==> src/rtl/mem_wb_pipe.sv <==
// rtl/mem_wb_pipe.sv - MEM/WB pipeline stage with valid/ready handshake, flush and optional skid entry
module mem_wb_pipe #(
    parameter int DATA_W = 32,
    parameter int ADDR_W = 5,
    parameter int SKID   = 1
) (
    input  logic              clk,
    input  logic              rst,
    input  logic              flush,
    input  logic              in_valid,
    output logic              in_ready,
    input  logic [DATA_W-1:0] data_in,
    input  logic              reg_write_en_in,
    input  logic [ADDR_W-1:0] reg_addr_in,
    output logic              out_valid,
    input  logic              out_ready,
    output logic [DATA_W-1:0] data_out,
    output logic              reg_write_en_out,
    output logic [ADDR_W-1:0] reg_addr_out,
    output logic              fwd_valid,
    output logic [1:0]        occupancy
);

    typedef enum logic [1:0] {
        ST_EMPTY   = 2'd0,
        ST_FULL    = 2'd1,
        ST_SKIDDED = 2'd2
    } state_t;

    state_t state;
    state_t state_next;

    logic accept;
    logic consume;
    logic load_main_in;
    logic load_main_skid;
    logic load_skid;

    logic [DATA_W-1:0] main_data;
    logic              main_we;
    logic [ADDR_W-1:0] main_addr;
    logic [DATA_W-1:0] skid_data;
    logic              skid_we;
    logic [ADDR_W-1:0] skid_addr;

    // Handshake qualifiers; a flushed input is never taken even if the upstream saw in_ready
    always_comb begin
        accept  = in_valid & in_ready & ~flush;
        consume = out_valid & out_ready;
    end

    // Next-state and register-load selection; flush overrides everything but reset
    always_comb begin
        state_next     = state;
        load_main_in   = 1'b0;
        load_main_skid = 1'b0;
        load_skid      = 1'b0;
        if (flush) begin
            state_next = ST_EMPTY;
        end else begin
            case (state)
                ST_EMPTY: begin
                    if (accept) begin
                        load_main_in = 1'b1;
                        state_next   = ST_FULL;
                    end
                end
                ST_FULL: begin
                    if (accept && consume) begin
                        load_main_in = 1'b1;
                    end else if (accept && (SKID != 0)) begin
                        load_skid  = 1'b1;
                        state_next = ST_SKIDDED;
                    end else if (consume) begin
                        state_next = ST_EMPTY;
                    end
                end
                ST_SKIDDED: begin
                    if (consume) begin
                        load_main_skid = 1'b1;
                        state_next     = ST_FULL;
                    end
                end
                default: begin
                    state_next = ST_EMPTY;
                end
            endcase
        end
    end

    // State register
    always_ff @(posedge clk) begin
        if (rst) begin
            state <= ST_EMPTY;
        end else begin
            state <= state_next;
        end
    end

    // Entry storage: main is the presented head, skid holds the entry that arrived during a stall
    always_ff @(posedge clk) begin
        if (rst) begin
            main_data <= '0;
            main_we   <= 1'b0;
            main_addr <= '0;
            skid_data <= '0;
            skid_we   <= 1'b0;
            skid_addr <= '0;
        end else begin
            if (load_main_in) begin
                main_data <= data_in;
                main_we   <= reg_write_en_in;
                main_addr <= reg_addr_in;
            end else if (load_main_skid) begin
                main_data <= skid_data;
                main_we   <= skid_we;
                main_addr <= skid_addr;
            end
            if (load_skid) begin
                skid_data <= data_in;
                skid_we   <= reg_write_en_in;
                skid_addr <= reg_addr_in;
            end
        end
    end

    generate
        if (SKID != 0) begin : g_skid
            logic in_ready_q;

            // Registered ready: cut the out_ready -> in_ready path; drop only while the skid is occupied
            always_ff @(posedge clk) begin
                if (rst) begin
                    in_ready_q <= 1'b1;
                end else begin
                    in_ready_q <= (state_next != ST_SKIDDED);
                end
            end

            assign in_ready = in_ready_q;
        end else begin : g_noskid
            assign in_ready = (state == ST_EMPTY) | out_ready;
        end
    endgenerate

    // Head outputs; write enable and forwarding are suppressed for bubbles
    always_comb begin
        out_valid        = (state != ST_EMPTY);
        data_out         = main_data;
        reg_addr_out     = main_addr;
        reg_write_en_out = out_valid & main_we;
        fwd_valid        = reg_write_en_out & (main_addr != '0);
    end

    // Occupancy count derived from the state
    always_comb begin
        occupancy = 2'd0;
        case (state)
            ST_EMPTY:   occupancy = 2'd0;
            ST_FULL:    occupancy = 2'd1;
            ST_SKIDDED: occupancy = 2'd2;
            default:    occupancy = 2'd0;
        endcase
    end

endmodule

==> config.mk <==
export PLATFORM = sky130hd
export DESIGN_NAME = mem_wb_pipe
export DESIGN_NICKNAME = d
export VERILOG_FILES = /design/src/rtl/mem_wb_pipe.sv
export SDC_FILE = /design/constraint.sdc
export NUM_CORES = 1
export LEC_CHECK = 0
export CORE_UTILIZATION = 40
export DETAILED_ROUTE_END_ITERATION = 8
export DONT_BUFFER_PORTS = 1
export GPL_ROUTABILITY_DRIVEN = 0
export GPL_TIMING_DRIVEN = 0
export PLACE_DENSITY = 0.56
export SETUP_SLACK_MARGIN = 0.15
export SLEW_MARGIN = 20
export SYNTH_ARGS = -nofsm -noshare
export SYNTH_HDL_FRONTEND = slang
export SYNTH_SLANG_ARGS = --single-unit
==> constraint.sdc <==
create_clock -name clk -period 2 [get_ports clk]
set_input_delay 0.2 -clock clk [delete_from_list [all_inputs] [get_ports clk]]
set_output_delay 0.2 -clock clk [all_outputs]
set_load 0.01 [all_outputs]
==> out/results.ini <==
[die]
top_level_ports=86
initial_utilization_pct=41.3
placeableCoreArea_sq_um=8260
floorplan.rows=33
dieHeight_um=94.4
die_w_um=94.4
design.die.area_sq_um=8910

[worst_setup_path]
crit-reg2reg-launch=state[1]
timing.critical_path.fanout_max=10
worst-setup-path-type=reg2reg
cell_breakdown_of_the_critical_path=buf_4, nor2b_1, a21oi_1, nor4_1, dlygate4sd3_1
reg2reg_setup_slack_ns=0.23
timing.critical_path.arrival_ns=2.06
r2r_end=state[1]
max_stage_delay_ns=0.58
cpMaxStageDelayCell=dlygate4sd3_1
cell_class_contributing_the_biggest_share_of_worst_path_delay=buffers and inverters
critical_path_buf_inv_count=2
timing.reg2reg.worst_path_depth=5
end_kind=register
crit_required_ns=2.29
worstSetupStartpointType=register

[logic_synthesis]
yosys_register_bits=79
total_standard_cell_area_after_synthesis_sq_um=3410
postSynth.asyncResetShare_pct=0
synth-warning-count=0
synthesized_area_divided_by_synthesized_cell_count_sq_um=8.19
synthFlopType=dfxtp_1
synth_most_common_cell=dfxtp_1
syn-instance-count=417
synthDominantAreaCellType=dfxtp_1
yosysUniqueCellTypes=28
synth_top_area_share_pct=46.3
synth_top_cells_by_count=dfxtp_1 (79), nand2_1 (76), a21oi_1 (39), nand3_1 (39), nor4_1 (39)
synth_area_leaders=dfxtp_1 (46%), a311oi_1 (9.7%), nand2_1 (8.4%), nor4_1 (7.1%), a21oi_1 (5.7%)
synth_fp_nets=460
sequential_fraction_of_the_synthesis_area_pct=46.3
synth_edf_count=0

[global_route]
grt.met1_usage_pct=34.0
grt_antenna_before_repair=0
global_route_wire_length_before_repair_mm=17.2
met3_usage_pct=6.92
top_usage_layer=met2
grt_overflow=0
grt_start_max_net_pins=14
number_of_global_route_vias_before_repair=3338
grt_usage_pct=25.3
grt.met2_usage_pct=38.9

[place]
post-dp-hpwl_mm=6.85
port_buffers=0
post_dp_cell_area_sq_um=3550
placed_cells_incl_taps=522
detailedPlace.worstSlack_ns=0.138

[timing]
final_hold_viol_count=0
skew_ns=0.0116
timing.final.ws_setup_ns=0.233
timing_max_transition_violations_final=0
period_needed_ns=1.77
timing.final.setup_violations=0
slew_headroom_pct=62.0
max_freq_mhz=566
fin_setup_tns_ns=0
max_slew.worst_pin.slew_ns=0.570
final_period_utilization_pct=88.3
rsz0062_at_grt=yes
fin_hold_ws_ns=0.0151

[route]
antenna_left=0
first_iter_violations=162
drcViolationCount=0
wirelength_mm=10.9
drt_first_pass_iters=4
viasPerCell=5.94
detailroute.via_count=3432
route.detailed.wl_per_inst_um=18.8

[cts]
tritoncts.num_buffers=9
cts.sinks=79
cts_setup_buffers=0
cts_max_level=3
tritoncts=done
cts_root_buf=clkbuf_8
clockBufferDepth=2
insertion_delay_ns=0.36
clkSlewWorstSetupHoldPaths_ns=0.08

[cells_and_area]
flow.area_growth_from_synthesis_pct=21.8
final_design_instance_area_without_fill_sq_um=4160
finalNetCount=511
nFillCells=808
layout_cells_sized_above_1_pct=9.30
instances_no_fill=578
antenna-diode-count=0
final_core_util_pct=50.4

[power_and_ir_drop]
peakVddDrop_uv=310
p_leak_nw=1.32
cellPowerDensity_nw_per_um2=768
report.power.total_mw=3.20

[flow_run]
cap_viol_max_count=0

[hold_path]
worstHoldPathType=in2reg
hold_depth=2
timing.hold.worst_endpoint=skid_data[30]
hp-start=data_in[30]

[outcome]
outcome=completed

-- flip-flops by register name (all words and copies together), names as in the netlist --
name / flops
reg_addr_out: 5
in_ready: 1
skid_we: 1
skid_data: 32
data_out: 32
state: 2
main_we: 1
skid_addr: 5
-- report_power, final --
| group | switching [mW] | internal (mW) | total, mW |
|---|---|---|---|
| registers | 0.0613 | 1.63 | 1.69 |
| clock network | 0.608 | 0.609 | 1.22 |
| logic | 0.160 | 0.129 | 0.289 |
-- layer usage --
metal	wire (um)	vias to the layer above
met2	4900	115
li1	-	1646
met3	796	11
met5	0	-
met4	117	0
met1	5070	1660
-- area by class of cell --
cell class	instances	area [sq um]	share of cell area, %
Clock inverter	5	57.6	1.38
Multi-Input combinational cell	287	1600	38.3
Tap cell	105	131	3.16
Clock buffer	11	141	3.40
Sequential cell	79	1580	38.0
Buffer	51	251	6.05
Timing Repair Buffer	40	400	9.62
-- repair_timing --
action	4_1_cts	5_1_grt
endpoints found under the hold margin	40	0
resized for setup	1	11
hold buffers	40	0
setup endpoints to repair	8	29
-- worst max path at each step --
stage	start	to	slack (ns)	cells after the start
2_1_floorplan	state[0]	skid_data[11]	0.58	5
3_3_place_gp	state[1]	data_out[21]	0.17	5
6_report	state[1]	state[1]	0.23	5
3_5_place_dp	state[1]	data_out[27]	0.14	5
5_1_grt	state[1]	state[1]	0.12	5
4_1_cts	state[0]	skid_data[20]	0.20	5
-- kinds of logic (layout without fill, tap and decap cells) --
kind of cell           Yosys count  count (layout)  synth area share [%]
XOR/XNOR                         1               1                 0.257
AND/OR/NAND/NOR                169             169                  24.9
AO/OA/AOI/OAI                  117             117                  21.5
flip-flops                      79              79                  46.3
buffers and inverters           51             107                  7.04
-- layout by cell type (no fill, tap or decap), types with 2 or more instances in the layout --
master	count
nand3_1	39
clkbuf_4	2
clkinvlp_4	3
a21oi_1	39
buf_4	2
clkbuf_2	5
nor2b_1	2
or4_1	2
a311oi_1	38
clkbuf_8	10
o21ai_0	35
buf_6	3
nor4_1	39
dfxtp_1	78
dlygate4sd3_1	40
buf_2	13
o21ai_1	3
nand2_1	76
clkbuf_1	26
Note: power is estimated with default switching activity, not from simulation.
